==> config.mk <==
export PLATFORM = sky130hd
export DESIGN_NAME = mul_div_unit
export DESIGN_NICKNAME = d
export VERILOG_FILES = /design/src/rtl/mdu_pkg.sv /design/src/rtl/cond_negate.sv /design/src/rtl/mul_div_unit.sv
export SDC_FILE = /design/constraint.sdc
export NUM_CORES = 1
export LEC_CHECK = 0
export ABC_CLOCK_PERIOD_IN_PS = 16700
export BUFFER_PORTS_ARGS = -buffer_cell sky130_fd_sc_hd__buf_2
export CAP_MARGIN = 30
export CELL_PAD_IN_SITES_DETAIL_PLACEMENT = 1
export CELL_PAD_IN_SITES_GLOBAL_PLACEMENT = 2
export CORE_MARGIN = 2
export CORE_UTILIZATION = 40
export CTS_CLUSTER_DIAMETER = 100
export DETAILED_ROUTE_END_ITERATION = 8
export PLACE_DENSITY_LB_ADDON = 0.1
export SLEW_MARGIN = 10
export SYNTH_ARGS = -nofsm -noshare
export SYNTH_HDL_FRONTEND = slang
export SYNTH_SLANG_ARGS = --single-unit
==> constraint.sdc <==
create_clock -name clk -period 16.7 [get_ports clk]
set_input_delay 5.01 -clock clk [delete_from_list [all_inputs] [get_ports clk]]
set_output_delay 5.01 -clock clk [all_outputs]
set_load 0.01 [all_outputs]
==> src/rtl/mdu_pkg.sv <==
// -----------------------------------------------------------------------------
// mdu_pkg
// Shared constants for the multiply/divide unit: R-type funct codes for the
// HI/LO instructions and the unit's state encoding. The main decoder imports
// the same package so its stall logic decodes identical constants.
// Also carries small decode helpers used by the unit.
// -----------------------------------------------------------------------------
package mdu_pkg;

    // R-type funct codes handled by the multiply/divide unit
    localparam logic [5:0] FUNCT_MULT  = 6'b011000;
    localparam logic [5:0] FUNCT_MULTU = 6'b011001;
    localparam logic [5:0] FUNCT_DIV   = 6'b011010;
    localparam logic [5:0] FUNCT_DIVU  = 6'b011011;
    localparam logic [5:0] FUNCT_MTHI  = 6'b010001;
    localparam logic [5:0] FUNCT_MTLO  = 6'b010011;

    // Unit state encoding
    localparam logic [1:0] ST_IDLE = 2'd0;
    localparam logic [1:0] ST_PREP = 2'd1;
    localparam logic [1:0] ST_CALC = 2'd2;
    localparam logic [1:0] ST_DONE = 2'd3;

    // True for the four multi-cycle arithmetic operations
    function automatic logic is_muldiv_op(input logic [5:0] f);
        logic r;
        case (f)
            FUNCT_MULT, FUNCT_MULTU, FUNCT_DIV, FUNCT_DIVU: r = 1'b1;
            default:                                        r = 1'b0;
        endcase
        return r;
    endfunction

    // True for the single-cycle HI/LO moves
    function automatic logic is_move_op(input logic [5:0] f);
        logic r;
        case (f)
            FUNCT_MTHI, FUNCT_MTLO: r = 1'b1;
            default:                r = 1'b0;
        endcase
        return r;
    endfunction

    // True for DIV/DIVU
    function automatic logic is_div_op(input logic [5:0] f);
        logic r;
        case (f)
            FUNCT_DIV, FUNCT_DIVU: r = 1'b1;
            default:               r = 1'b0;
        endcase
        return r;
    endfunction

    // True for the signed variants MULT/DIV
    function automatic logic is_signed_op(input logic [5:0] f);
        logic r;
        case (f)
            FUNCT_MULT, FUNCT_DIV: r = 1'b1;
            default:               r = 1'b0;
        endcase
        return r;
    endfunction

endpackage

==> src/rtl/cond_negate.sv <==
// -----------------------------------------------------------------------------
// cond_negate
// Conditional two's-complement negation: y = neg ? -x : x.
// Used for operand magnitudes and for the product/quotient/remainder sign fix.
// Ports:
//   x    in  WIDTH  value
//   neg  in  1      negate enable
//   y    out WIDTH  result
// -----------------------------------------------------------------------------
module cond_negate #(
    parameter int WIDTH = 32
) (
    input  logic [WIDTH-1:0] x,
    input  logic             neg,
    output logic [WIDTH-1:0] y
);

    // Negate or pass through
    always_comb begin
        if (neg) begin
            y = (~x) + {{(WIDTH-1){1'b0}}, 1'b1};
        end else begin
            y = x;
        end
    end

endmodule

==> src/rtl/mul_div_unit.sv <==
// -----------------------------------------------------------------------------
// mul_div_unit
// Multi-cycle integer multiply/divide unit with architectural HI/LO registers.
// Executes MULT, MULTU, DIV, DIVU (radix-2, one bit per cycle on magnitudes)
// and the single-cycle moves MTHI/MTLO.
// Ports:
//   clk       in  1      rising-edge clock
//   rst_n     in  1      asynchronous active-low reset
//   start     in  1      request, accepted only while not busy
//   funct     in  6      operation select (R-type funct)
//   a         in  WIDTH  rs operand (dividend / multiplicand / move source)
//   b         in  WIDTH  rt operand (divisor / multiplier)
//   busy      out 1      operation in flight
//   done      out 1      one-cycle completion pulse
//   div_zero  out 1      last DIV/DIVU had b == 0 (held until next start)
//   hi        out WIDTH  HI register
//   lo        out WIDTH  LO register
// Latency for MUL/DIV: busy in cycles 1..WIDTH+1, done in cycle WIDTH+2.
// -----------------------------------------------------------------------------
module mul_div_unit
    import mdu_pkg::*;
#(
    parameter int WIDTH = 32
) (
    input  logic             clk,
    input  logic             rst_n,
    input  logic             start,
    input  logic [5:0]       funct,
    input  logic [WIDTH-1:0] a,
    input  logic [WIDTH-1:0] b,
    output logic             busy,
    output logic             done,
    output logic             div_zero,
    output logic [WIDTH-1:0] hi,
    output logic [WIDTH-1:0] lo
);

    localparam int CNT_W = $clog2(WIDTH + 1);

    // Control / architectural registers
    logic [1:0]         state_r;
    logic [CNT_W-1:0]   cnt_r;
    logic               busy_r;
    logic               done_r;
    logic               div_zero_r;
    logic [WIDTH-1:0]   hi_r;
    logic [WIDTH-1:0]   lo_r;

    // Latched operation
    logic [WIDTH-1:0]   a_r;
    logic [WIDTH-1:0]   b_r;
    logic               is_div_r;
    logic               sign_a_r;
    logic               sign_b_r;

    // Datapath: acc_r upper half is the partial product / partial remainder,
    // lower half the multiplier / dividend being shifted out (quotient shifted in).
    logic [2*WIDTH-1:0] acc_r;
    logic [WIDTH-1:0]   opnd_r;

    // Combinational datapath signals
    logic [WIDTH-1:0]   mag_a_s;
    logic [WIDTH-1:0]   mag_b_s;
    logic [WIDTH:0]     mul_sum_s;
    logic [2*WIDTH-1:0] mul_next_s;
    logic [WIDTH:0]     div_shift_s;
    logic [WIDTH:0]     div_trial_s;
    logic [2*WIDTH-1:0] div_next_s;
    logic [2*WIDTH-1:0] step_s;
    logic [2*WIDTH-1:0] prod_fix_s;
    logic [WIDTH-1:0]   quo_fix_s;
    logic [WIDTH-1:0]   rem_fix_s;
    logic               div_zero_s;
    logic [WIDTH-1:0]   res_hi_s;
    logic [WIDTH-1:0]   res_lo_s;
    logic               sign_diff_s;
    logic               accept_muldiv_s;
    logic               accept_move_s;
    logic               last_step_s;

    assign busy     = busy_r;
    assign done     = done_r;
    assign div_zero = div_zero_r;
    assign hi       = hi_r;
    assign lo       = lo_r;

    assign sign_diff_s = sign_a_r ^ sign_b_r;
    assign div_zero_s  = is_div_r & (b_r == {WIDTH{1'b0}});
    assign last_step_s = (cnt_r == CNT_W'(1));

    // Operand magnitudes (sign bits are only latched for signed ops)
    cond_negate #(.WIDTH(WIDTH)) u_mag_a (.x(a_r), .neg(sign_a_r), .y(mag_a_s));
    cond_negate #(.WIDTH(WIDTH)) u_mag_b (.x(b_r), .neg(sign_b_r), .y(mag_b_s));

    // Result sign fix-up applied to the final step's value
    cond_negate #(.WIDTH(2*WIDTH)) u_fix_prod (.x(step_s), .neg(sign_diff_s), .y(prod_fix_s));
    cond_negate #(.WIDTH(WIDTH)) u_fix_quo (.x(step_s[WIDTH-1:0]), .neg(sign_diff_s), .y(quo_fix_s));
    cond_negate #(.WIDTH(WIDTH)) u_fix_rem (.x(step_s[2*WIDTH-1:WIDTH]), .neg(sign_a_r), .y(rem_fix_s));

    // Start decode: moves and arithmetic are only taken in IDLE or DONE
    always_comb begin
        accept_muldiv_s = 1'b0;
        accept_move_s   = 1'b0;
        if (start && ((state_r == ST_IDLE) || (state_r == ST_DONE))) begin
            accept_muldiv_s = is_muldiv_op(funct);
            accept_move_s   = is_move_op(funct);
        end else begin
            accept_muldiv_s = 1'b0;
            accept_move_s   = 1'b0;
        end
    end

    // One shift-add multiply step: conditionally add, then shift right with carry
    always_comb begin
        mul_sum_s  = {1'b0, acc_r[2*WIDTH-1:WIDTH]};
        if (acc_r[0]) begin
            mul_sum_s = {1'b0, acc_r[2*WIDTH-1:WIDTH]} + {1'b0, opnd_r};
        end else begin
            mul_sum_s = {1'b0, acc_r[2*WIDTH-1:WIDTH]};
        end
        mul_next_s = {mul_sum_s, acc_r[WIDTH-1:1]};
    end

    // One restoring-division step: shift in next dividend bit, trial subtract
    always_comb begin
        div_shift_s = {acc_r[2*WIDTH-1:WIDTH], acc_r[WIDTH-1]};
        div_trial_s = div_shift_s - {1'b0, opnd_r};
        if (div_trial_s[WIDTH]) begin
            // Trial went negative: restore, quotient bit 0
            div_next_s = {div_shift_s[WIDTH-1:0], acc_r[WIDTH-2:0], 1'b0};
        end else begin
            div_next_s = {div_trial_s[WIDTH-1:0], acc_r[WIDTH-2:0], 1'b1};
        end
    end

    // Select the active step and form the HI/LO result of the final cycle
    always_comb begin
        step_s   = mul_next_s;
        res_hi_s = prod_fix_s[2*WIDTH-1:WIDTH];
        res_lo_s = prod_fix_s[WIDTH-1:0];
        if (!is_div_r) begin
            step_s   = mul_next_s;
            res_hi_s = prod_fix_s[2*WIDTH-1:WIDTH];
            res_lo_s = prod_fix_s[WIDTH-1:0];
        end else if (div_zero_s) begin
            // Divide by zero still runs full latency; result is overridden here
            step_s   = div_next_s;
            res_hi_s = a_r;
            res_lo_s = {WIDTH{1'b1}};
        end else begin
            step_s   = div_next_s;
            res_hi_s = rem_fix_s;
            res_lo_s = quo_fix_s;
        end
    end

    // State machine, datapath and architectural HI/LO registers
    always_ff @(posedge clk or negedge rst_n) begin
        if (!rst_n) begin
            state_r    <= ST_IDLE;
            cnt_r      <= {CNT_W{1'b0}};
            busy_r     <= 1'b0;
            done_r     <= 1'b0;
            div_zero_r <= 1'b0;
            hi_r       <= {WIDTH{1'b0}};
            lo_r       <= {WIDTH{1'b0}};
            a_r        <= {WIDTH{1'b0}};
            b_r        <= {WIDTH{1'b0}};
            is_div_r   <= 1'b0;
            sign_a_r   <= 1'b0;
            sign_b_r   <= 1'b0;
            acc_r      <= {(2*WIDTH){1'b0}};
            opnd_r     <= {WIDTH{1'b0}};
        end else begin
            case (state_r)
                ST_IDLE, ST_DONE: begin
                    if (accept_muldiv_s) begin
                        state_r    <= ST_PREP;
                        busy_r     <= 1'b1;
                        done_r     <= 1'b0;
                        div_zero_r <= 1'b0;
                        a_r        <= a;
                        b_r        <= b;
                        is_div_r   <= is_div_op(funct);
                        sign_a_r   <= is_signed_op(funct) & a[WIDTH-1];
                        sign_b_r   <= is_signed_op(funct) & b[WIDTH-1];
                    end else if (accept_move_s) begin
                        // Moves complete at this edge; DONE gives the done pulse
                        state_r    <= ST_DONE;
                        done_r     <= 1'b1;
                        div_zero_r <= 1'b0;
                        if (funct == FUNCT_MTHI) begin
                            hi_r <= a;
                        end else begin
                            lo_r <= a;
                        end
                    end else begin
                        state_r <= ST_IDLE;
                        done_r  <= 1'b0;
                    end
                end
                ST_PREP: begin
                    state_r <= ST_CALC;
                    cnt_r   <= CNT_W'(WIDTH);
                    if (is_div_r) begin
                        acc_r  <= {{WIDTH{1'b0}}, mag_a_s};
                        opnd_r <= mag_b_s;
                    end else begin
                        acc_r  <= {{WIDTH{1'b0}}, mag_b_s};
                        opnd_r <= mag_a_s;
                    end
                end
                ST_CALC: begin
                    acc_r <= step_s;
                    cnt_r <= cnt_r - CNT_W'(1);
                    if (last_step_s) begin
                        state_r    <= ST_DONE;
                        busy_r     <= 1'b0;
                        done_r     <= 1'b1;
                        hi_r       <= res_hi_s;
                        lo_r       <= res_lo_s;
                        div_zero_r <= div_zero_s;
                    end else begin
                        state_r <= ST_CALC;
                    end
                end
                default: begin
                    state_r <= ST_IDLE;
                    busy_r  <= 1'b0;
                    done_r  <= 1'b0;
                end
            endcase
        end
    end

endmodule

-- Yosys cells after proc, flatten, opt, wreduce, memory -nomap -nowiden
Index checks and enable logic that the tools add are counted.
- register bits after elaboration: 238
- bits in latches: 0
- bits in writable memories: 0
- bits in read-only memories: 0
- bits of input ports: 73
- output and inout port bits: 67
- logic and storage cells: 114
- memories kept: 0
- add/subtract/negate cells: 8
- multiply operators: 0
- div/mod/pow operators: 0
- $lt $le $gt $ge: 0
- equality and inequality tests: 17
- shifts and indexed selects: 0
- muxes and demuxes: 49
- bitwise operators: 9
- reductions and logical operators: 17
- operators with widths (cell ; count):
    $mux 32 ; 18
    $mux 64 ; 3
    $add 32x1->32 const B ; 4
    $not 32->32 ; 4
    $pmux 32 s2 ; 2
    $pmux 64 s2 ; 1
    $add 64x1->64 const B ; 1
    $not 64->64 ; 1
    $eq 6x5->1 const B ; 6
    $add 32x32->33 ; 1
    $mux 33 ; 1
    $sub 33x32->33 ; 1
    $logic_not 32->1 ; 1
    $mux 1 ; 17
    $ne 2x2->1 const B ; 6
    $pmux 6 s2 ; 1
    $reduce_and 5->1 ; 2
    $reduce_or 2->1 ; 4
    $eq 6x1->1 const B ; 1
    $pmux 1 s2 ; 3
    $pmux 2 s3 ; 1
    $reduce_and 3->1 ; 2
    $sub 6x1->6 const B ; 1
    $eq 2x2->1 const B ; 2
    other kinds (11) ; 16

-- Logic depth before layout (Yosys ltp)
- depth in word-level cells: 10
- mapped depth: 28
- mapped depth without buffers: 26

-- Hierarchy
A second synthesis with hierarchy kept.
- cell total of the unflattened synthesis: 2528
- area total of the unflattened synthesis: 20747.4 sq um
- by module, submodules not included (module ; instances ; cells each ; area each (sq um) ; seq. area each (sq um)):
    mul_div_unit ; 1 ; 1926 ; 15990.3 ; 5955.7
    cond_negate at u_fix_quo ... ; 4 ; 99 ; 777.0 ; 0.0
    cond_negate at u_fix_prod ; 1 ; 206 ; 1649.1 ; 0.0

-- Least setup slack after synthesis
OpenSTA, ideal clock, no wires.
- path type: in2reg
- start: in funct[5]
- end: reg hi_r[25], in the netlist hi[25]
- setup time: 79 ps
- data arrival time: 7058 ps
- path slack: 9562 ps
- stages: 9
- path buffers: 3
- cells stage by stage: nand2b_1 > or4_1 > o21ai_0 > and2_1 > clkbuf_1 > clkbuf_1 > clkbuf_1 > o21ai_0 > a2bb2oi_1
- cells in the longest elaborated chain, start to end: 6
- elaborated cells between the ends (all ways): 16
- those cells by class: eq/ne: 9; mux: 4; reduce/logical: 3
- ends and longest elaborated chain (what ; RTL line ; text):
    start: declaration ; mul_div_unit.sv:28 ; input logic [5:0] funct,
    $eq 6x5->1 (on tied branches) ; mdu_pkg.sv:27, mdu_pkg.sv:37, mul_div_unit.sv:192 ;
    $reduce_or 4->1 / $reduce_or 2->1 (equally long branches) ; mdu_pkg.sv:27, mdu_pkg.sv:37 ;
    $mux 1 (on tied branches) ; mdu_pkg.sv:27, mdu_pkg.sv:37 ;
    $mux 1 ; mul_div_unit.sv:104 ; if (start && ((state_r == ST_IDLE) || (state_r == ST_DONE))) begin
    $ne 2x2->1 (no line) ; -- ;
    $reduce_and 5->1 (no line) (*) ; -- ;
    end signal: assignment ; mul_div_unit.sv:165 ; hi_r <= {WIDTH{1'b0}};
    end signal: assignment ; mul_div_unit.sv:220 ; hi_r <= res_hi_s;
    end: declaration ; mul_div_unit.sv:46 ; logic [WIDTH-1:0] hi_r;
Mark *: on every way between the ends. The rest lies on a longest branch, timed or not.
A chain may end at the register's enable or synchronous reset.

-- Worst setup path in the final report
- start: in funct[5]
- end: reg hi_r[31], in the netlist hi[31]
The elaborated chain is that of the path after synthesis.

==> reports/results.ini <==
[run_status]
outcome=complete, no violations

[power]
power_density_nw_per_um2=264
ir_drop_v=0.000121
leakagePower_nw=9.36
power_mw=6.01

[global_route]
overflow=0
grt_max_degree=144
grt_pass1_wl_um=138000
grt_pass1_vias=20862
grt_usage_pct=34.8
grt.busiest_layer=met2
met3_usage_pct=6.87
antenna_found_initial=0
use_met2_pct=53.2
use_met1_pct=47.5

[drt]
drtIter0Drc=1892
wl_um=93100
drt_pass1_iterations=5
vias_per_cell=6.37
drc=0
routedWlPerCell_um=28.2
route.vias.total=21030
ant_nets=0

[critical_path]
cp_slowest_cell=or4_1
path_cells=buf_2, nand2b_1, or4_1, o21ai_0, and2_1, buf_4, nand2_1, nor2_1, o2111ai_1, o311ai_1
cp_max_fo=27
crit_required_ps=17130
arrival_ps=7760
end_kind=register
slowest_delay_ps=580
critPathTopFamily=simple AND/OR/NAND/NOR gates
critPathBufInv=2
worstSetupPathType=primary input to register
cp-start-kind=primary input

[cts]
cts.htree.levels=2
clkTransAtPathRegs_ps=60
cts_buffer_depth=3
tritoncts=done
cts_sinks=238
numCtsBuffers=34
ctsResizeCount=0
cts_hold_buf=0
cts_root_buf=clkbuf_16
cts_setup_buffers=0
clock_latency_ps=550

[logic_synthesis]
synth_area_leaders=dfrtp_1, o21ai_0, nand2_1
synth_xor_area_share_pct=7.77
synthFlopType=dfrtp_1
ys_seq_area_share_pct=29.4
synth_fp_nets=2712
synth.mux.area_fraction_pct=7.08
synth.most_common_cell=nand2_1
syn-cell-area_um2=20300
ys_ff_latch=238
avgSynthCellArea_um2=7.91
synth_top_family_by_area=compound AO/OA/AOI/OAI gates
yosysTopAreaCellShare_pct=29.4
synth_adder_area_share_pct=4.64
yosys_warnings=0
synth-edff-count=0
synth_compound_area_share_pct=26.6
synth_cell_type_count=91
synth_top_area_cell=dfrtp_1
async_flop_share_pct=100
yosys.area_share.simple_pct=19.4
synthCells=2565
yosys-top-cells-count=nand2_1, o21ai_0, dfrtp_1

[cells_and_area]
num_antenna_cells=0
nets=2754
final_area_um2=22700
drive_above_1_share_pct=13.9
area_growth_pct=12.2
layout.cells.non_filler=3303
final_util_pct=45.4
fillers=6115

[die]
die_w_um=229
die_height_um=229
initial_core_util_pct=40.5
ios=140
row_count=82
core_area_um2=50100
dieArea_um2=52500

[sta]
skew_ps=20.4
worst_pin_slew_ps=1030
hold_slack_ps=470
max_freq_ghz=0.136
rsz0062_at_grt=no
slew_headroom_pct=30.3
hold_viol_final=0
setup_tns_ps=0
fin_ws_ps=9370
period_minus_slack_ps=7330
finalMaxSlewViolations=0
setup_viol=0
finalCritPeriodShare_pct=43.9

[place]
placedInstanceArea_um2=21500
place_congestion=0.948
dp_hpwl_um=70900
dp_slack_ps=8900
numPortBuffers=139
dpl.cell_count=3240

[job]
cap_violations=0

[worst_hold_path]
hold_class=register to register

-- flip-flops by register name, summed over array words and instances (netlist names) --
| signal | flops |
|---|---|
| hi | 32 |
| cnt_r | 6 |
| a_r | 32 |
| b_r | 32 |
| sign_a_r | 1 |
| lo | 32 |
| done | 1 |
| div_zero | 1 |
| acc_r | 64 |
| opnd_r | 32 |
| is_div_r | 1 |
| busy | 1 |
| sign_b_r | 1 |
| state_r | 2 |
-- where the power goes --
part	switching, mW	leakage (nW)	internal (mW)
logic	2.75	5.81	1.33
clock network	0.296	0.568	0.471
registers	0.330	2.99	0.829
total	3.38	9.36	2.63
-- worst min-delay path: cells and delay by family, from the launching register on --
kind / cells / cell delay (ps)
flip-flops: 1 / 330
AO/OA/AOI/OAI: 1 / 60
AND/OR/NAND/NOR: 1 / 50
-- metal layers --
| metal | vias to the layer above | wire, um |
|---|---|---|
| met5 | - | 0 |
| met4 | 0 | 4490 |
| met3 | 168 | 6810 |
| met2 | 753 | 40900 |
| met1 | 10630 | 40900 |
| li1 | 9479 | - |
-- path summary, 6_finish.rpt --
kind,start,to,slack [ps],cells after the start
setup / recovery,funct[5],hi[31],9370,10
hold / removal,lo[27],lo[27],470,2
setup reg to reg,acc_r[55],hi[30],9390,24
hold reg to reg,lo[27],lo[27],470,2
max in group asynchronous,rst_n,is_div_r,10760,2
min in group asynchronous,rst_n,opnd_r[24],4490,1
-- layout make-up --
type,count,area [um^2],share of cell area (%)
multi-input combinational,2065,13300,58.6
sequential,238,5960,26.2
timing repair buffer,182,1130,4.95
clock buffer,52,1030,4.53
tap,672,841,3.70
inverter,86,323,1.42
clock inverter,8,126,0.556
-- cell usage in the layout, fill, tap and decap left out, types with 66 or more instances in the layout --
| master | n |
|---|---|
| nand2_1 | 287 |
| o21ai_0 | 263 |
| dfrtp_1 | 235 |
| nor2_1 | 192 |
| a21oi_1 | 184 |
| buf_2 | 139 |
| xnor2_1 | 112 |
| inv_1 | 82 |
| mux2_2 | 76 |
| ha_1 | 70 |
| xor2_1 | 66 |
-- kinds of logic (layout without fill, tap and decap cells) --
| family | Yosys count | after routing |
|---|---|---|
| AO/OA/AOI/OAI | 847 | 847 |
| AND/OR/NAND/NOR | 830 | 830 |
| buffers and inverters | 262 | 328 |
| flip-flops | 238 | 238 |
| XOR/XNOR | 180 | 180 |
| multiplexers | 134 | 134 |
| adder cells (fa/ha/maj) | 74 | 74 |
Power figures use the tool's default switching activity.
